--- config.mk ---
export PLATFORM = sky130hd
export DESIGN_NAME = lfsr_multi
export DESIGN_NICKNAME = d
export VERILOG_FILES = /design/src/rtl/lfsr_multi.sv
export SDC_FILE = /design/constraint.sdc
export NUM_CORES = 1
export LEC_CHECK = 0
export ABC_AREA = 1
export CORE_ASPECT_RATIO = 1.1
export CORE_UTILIZATION = 60
export CTS_BUF_LIST = sky130_fd_sc_hd__clkbuf_4
export DETAILED_ROUTE_END_ITERATION = 8
export PLACE_DENSITY = 0.84
export SLEW_MARGIN = 20
export SYNTH_ARGS = -nofsm -noshare
export SYNTH_HDL_FRONTEND = slang
export SYNTH_SLANG_ARGS = --single-unit
--- constraint.sdc ---
create_clock -name clk -period 2.4 [get_ports clk]
set_clock_uncertainty 0.15 [all_clocks]
set_input_delay 0.36 -clock clk [delete_from_list [all_inputs] [get_ports clk]]
set_output_delay 0.36 -clock clk [all_outputs]
set_load 0.03 [all_outputs]
--- src/rtl/lfsr_multi.sv ---
// lfsr_multi: bank of independent run-time programmable Galois LFSRs with lock-up recovery
module lfsr_multi #(
  parameter int NBITS = 8,
  parameter int NCH = 4,
  parameter int DIVBITS = 16,
  parameter logic [NBITS-1:0] DEF_TAPS = 'h1D,
  localparam int CHW = NCH > 1 ? $clog2(NCH) : 1,
  localparam int WDW = NBITS > DIVBITS ? NBITS : DIVBITS
) (
  input  logic               clk,
  input  logic               reset_n,
  input  logic               enable,
  input  logic               wr_en,
  input  logic [CHW-1:0]     wr_ch,
  input  logic [1:0]         wr_sel,
  input  logic [WDW-1:0]     wr_data,
  output logic [NCH*NBITS-1:0] lfsr,
  output logic [NCH-1:0]     noise,
  output logic [NCH-1:0]     step,
  output logic [NCH-1:0]     lockup
);
  for (genvar c = 0; c < NCH; c++) begin : g_ch
    logic [NBITS-1:0] state, taps, seed, nxt, rec;
    logic [DIVBITS-1:0] div, cnt;
    logic inv, en, run, tick, hit, lock, step_r, lock_r;
    assign hit = wr_en && wr_ch == CHW'(c);
    assign run = enable && en;
    assign tick = run && cnt == '0;
    assign nxt = {state[NBITS-2:0], 1'b0} ^ ((state[NBITS-1] ^ inv) ? taps : '0);
    assign lock = nxt == state;
    assign rec = (seed == '0 || seed == state) ? '1 : seed;
    assign lfsr[c*NBITS +: NBITS] = state;
    assign noise[c] = state[NBITS-1];
    assign step[c] = step_r;
    assign lockup[c] = lock_r;
    // divider, register writes and state advance; a seed write beats a same-cycle tick
    always_ff @(posedge clk or negedge reset_n) begin
      if (!reset_n) begin
        state <= '1;
        taps <= DEF_TAPS;
        seed <= '1;
        div <= '0;
        cnt <= '0;
        inv <= 1'b0;
        en <= 1'b1;
        step_r <= 1'b0;
        lock_r <= 1'b0;
      end else begin
        step_r <= 1'b0;
        lock_r <= 1'b0;
        if (tick) cnt <= div;
        else if (run) cnt <= cnt - 1'b1;
        if (hit && wr_sel == 2'd0) taps <= wr_data[NBITS-1:0];
        if (hit && wr_sel == 2'd2) div <= wr_data[DIVBITS-1:0];
        if (hit && wr_sel == 2'd3) {inv, en} <= wr_data[1:0];
        if (hit && wr_sel == 2'd1) begin
          seed <= wr_data[NBITS-1:0];
          state <= wr_data[NBITS-1:0];
        end else if (tick) begin
          state <= lock ? rec : nxt;
          step_r <= 1'b1;
          lock_r <= lock;
        end
      end
    end
  end
endmodule

# Word level (Yosys, flattened, before mapping)
# Index checks and enable logic that the tools add are counted.
# word_totals
reg_bits,240
input_bits,24
out_inout_bits,44
wordCells,156
# classes
addsub,4
n_eq_ne,14
muxes,44
n_bitwise,8
reduce_logical,50
# ops
cell,n
two-way mux 8 bit,20
two-way mux 16 bit,8
== test 8 bit,8
zero test 16 bit,4
subtractor 16 x 1 -> 16 bit (second input constant),4
zero test 8 bit,4
bitwise XOR 8 bit,4
logical AND 1 bit,28
two-way mux 1 bit,16
nonzero test 2 bit,8
== test 2 bit (second input constant),4
== test 2 x 1 -> 1 bit (second input constant),2
zero test 2 bit,2
logical OR 1 bit,4
bitwise XOR 1 bit,4

# Logic depth before layout (Yosys ltp)
# depth
depth_word,7
mapped_depth,14
mapped_depth_nobuf,14

# Least setup slack after synthesis
# No wires, ideal clock.
# synth_path
path_kind,reg-to-reg
from,register g_ch[3].state[7]
to,register g_ch[3].state[1]
setup_time_ns,0.076
arrival_time_ns,1.786
t_required_ns,2.174
setup_slack_ns,0.389
path_stages_with_launch,15
path_buffers,1
cell_sequence,dfstp_2 > inv_2 > nand2_4 > buf_6 > nand3_1 > nand2_1 > nand2_1 > nand2_1 > nand3_2 > nor2_4 > nand2_4 > nand2_1 > nand2_1 > nand2_1 > nand2_1
# synth_between
elab_chain_len,7
# synth_lines
item,line,source
from (decl),23,"logic [NBITS-1:0] state, taps, seed, nxt, rec;"
from (signal assigned),58,state <= wr_data[NBITS-1:0];
from (signal assigned),60,state <= lock ? rec : nxt;
bitwise XOR 1 bit,29,"assign nxt = {state[NBITS-2:0], 1'b0} ^ ((state[NBITS-1] ^ inv) ? taps : '0);"
two-way mux 8 bit,29,
bitwise XOR 8 bit,29,
== test 8 bit,30,assign lock = nxt == state;
two-way mux 8 bit (*),60,
two-way mux 8 bit (*),59,end else if (tick) begin
two-way mux 8 bit (*),56,if (hit && wr_sel == 2'd1) begin
# Mark *: on every way between the ends. The rest lies on a longest branch, timed or not. The select of a mux whose other input is x is not followed.
# A chain may end at the register's enable or synchronous reset.

# Worst setup path in the final report
# layout_path
from,register g_ch[1].state[6]
to,output lfsr[14]
# layout_lines
item,line,source
from (decl),23,
from (signal assigned),58,
from (signal assigned),60,
to (decl),17,"output logic [NCH*NBITS-1:0] lfsr,"
# No word-level cell between the ends.

==> qor.txt <==
Combinational Power Share - 36.1%
Final Net Count - 1889
DP HPWL - 25.15 mm
Max Root-Sink Buffers - 3
clock latency reported for the late side of the worst-skew pair - 0.70 ns
total global routing track utilization - 33.49%
fin cells - 2203
Fillers - 1697
largest net degree at the start of global routing - 68
antenna violations before repair - 1
Routed WL per cell - 16.28 µm
Fin. Hold Viols - 0
Final Cell Area - 0.01527 mm²
wire length on met1 - 14.33 mm
top post-synthesis cells by area - dfrtp_1 (30%), dfstp_2 (17%), nand2_1 (14%)
cell taking the most area after synthesis - dfrtp_1
placed cell area - 0.01448 mm²
total CTS buffers - 60
DRT antenna net count - 0
Net Sw Frac - 41.08%
status - complete, no violations
drt first-iter violations - 889
Starting Density - 61.64%
worst path bufs/invs - 1
DP Cell Count - 2086
clk sink count - 240
final weighted congestion in routability-driven placement - 0.9388
P&R area growth vs syn - 15.51%
clock slew at reported path FFs - 0.08 ns
Crit Path Class - reg2out
commonest non-fill, non-tap cell in the layout - nand2_1
total nets after synthesis - 1748
Seq/Total Area, Yosys - 46.24%
met3 WL - 2.683 mm
FF+latch count, synth - 240
Syn Area/Cell - 7.684 µm²
worst relative slew slack - 60.97%
setup violators final - 0
area of the multi-input gates - 0.006132 mm²
die area - 0.02263 mm²
Hold WC Path Type - in2async
Distinct cells, synth - 38
crit path max fanout - 5
Flop pwr share - 41.7%
FF/Latch Area - 0.006111 mm²
Cell Chain, Critical Path - dlygate4sd2_1
# DRC - 0
synth warn - 0
critical path startpoint category - register
Final min period - 2.285 ns
share of the synthesized area in the top cell type - 29.54%
Lkg Pwr - 0.007700 µW
Die W - 143.5 µm
top layer in use - met4
total negative slack - 0 ns
maxcap violations - 0
most frequent cells in the layout - nand2_1 (488), o21ai_0 (233), inv_1 (178)
Remaining Overflow, GRT - 0
critical path's top delay family - flip-flops
Net Sw Power - 6327 µW
Int Power - 9075 µW
Detailed Route WL - 35.86 mm
Core Box Area - 0.02144 mm²
WP data arrival - 1.78 ns
vias in the first global route - 12290
Worst Setup End Kind - output port
number of iterations in the first detailed-routing pass - 6
vias per std cell - 5.664
CTS tree - yes
Design Power - 15400 µW
port bufs - 67
Mapped Cells - 1720
Ports - 68
IR drop worst, VDD - 0.5973 mV
period utilization - 95.21%
Die Y-Extent - 157.7 µm
Slew @ Worst Pin - 0.5855 ns
crit-path max cell delay - 0.60 ns
met2 WL - 17.52 mm
Rows - 56
pins over their slew limit - 0
clk root buf - clkbuf_4
post-synthesis cell area - 0.01322 mm²
master of the slowest instance on the critical path - dfstp_2
Max Freq - 437.6 MHz
via count - 12480
worst endpoint required time - 1.89 ns
pwr dens - 1009 mW/mm²
wire length of the first global-routing pass - 59.24 mm
clock power share - 22.3%
layout cells sized above 1 - 15.85%
H-tree Lvls - 2
==> path summary, 6_finish.rpt <==
path                             startpoint          endpoint  slack, ns  cells past startpoint
max in group asynchronous           reset_n   g_ch[2].taps[2]       1.29                      3
setup / recovery           g_ch[1].state[6]          lfsr[14]       0.11                      1
hold reg to reg              g_ch[2].div[2]    g_ch[2].div[2]       0.33                      2
min in group clk                 wr_data[1]   g_ch[2].taps[1]       0.19                      3
hold / removal                      reset_n    g_ch[3].cnt[5]       0.09                      2
setup reg to reg           g_ch[0].state[7]  g_ch[0].state[4]       0.16                     12
==> cell type report <==
type                       count  area share [%]
antenna                        1         0.01639
clock buffer                  82           4.032
clock inverter                31           1.016
inverter                     186           4.573
multi-input combinational   1241           40.17
sequential                   240           40.03
tap                          290           2.377
timing repair buffer         132           7.786
==> registers in the layout, summed over array words and instances, names as in the netlist <==
name and flops:
g_ch.cnt 64, g_ch.div 64, g_ch.taps 32, g_ch.inv 4
g_ch.step_r 4, g_ch.lock_r 4, g_ch.state 32, g_ch.seed 32
g_ch.en 4
==> logic make-up after synthesis <==
family                     synth area share [%]
xor gates and xnor gates                  3.512
adders and majority gates                0.3787
AOI/OAI and AO/OA                         11.06
DFF                                       46.24
buffers and inverters                     7.659
and+or+nand+nor                           30.67
muxes                                    0.4828
==> synth_stat cells <==
master    instances
nor4_1            6
dfstp_2          84
o31ai_1           1
nand2_4           7
nand2_8           1
inv_2             7
dfrtp_1         156
nand2_2           5
a22oi_1           1
ha_1              4
nand3_2           8
buf_12            1
nor3_2            6
mux2_2            3
a21oi_1          14
nand4_4           1
o221ai_1          1
nand4_2           6
xnor2_1           4
mux2i_1           3
nor3_1           22
nor2_4           10
buf_6             6
nor2_1          138
o22ai_1          13
xor2_1           49
inv_1           178
nor2_2            2
nand3_1         152
buf_4            13
nor3_4            1
nand4_1          46
clkinv_1          1
o21ai_0         233
clkbuf_1         29
buf_2             4
o211ai_1         16
nand2_1         488
==> power by group through the flow <==
stage	Clock (µW)	Combinational (µW)	Sequential, µW
after global placement	0	5360	6380
after CTS	3490	5490	6370
after floorplan	0	3950	6450
after global routing	3710	6290	6540
final	3430	5560	6420
after detailed placement	0	5570	6420
==> what timing repair did <==
item                                    4_1_cts  5_1_grt
cloned                                        0        0
setup buffers                                 0        2
resized for setup                            37       10
hold endpoints to repair                    162        0
hold buffers                                  1        0
endpoints found under the setup margin       36       28
pin swaps                                     0        1
==> stage by stage <==
stage | hold WS [ns] | util, % | setup slack, ns
2_1_floorplan | -0.08559 | - | 0.3887
3_3_place_gp | 0.2201 | 67.54 | 0.05492
3_5_place_dp | 0.2172 | 67.54 | 0.001608
4_1_cts | 0.06192 | 70.98 | 0.01375
5_1_grt | 0.08894 | 71.20 | -0.02582
6_report | 0.08801 | 71.20 | 0.1149
==> metal layers <==
metal	GRT usage (%)	vias to the layer above
met3	6.019	107
met4	16.41	0
li1	-	5958
met2	56.20	519
met5	0	-
met1	41.71	5894
Note: power is estimated with default switching activity, not from simulation.
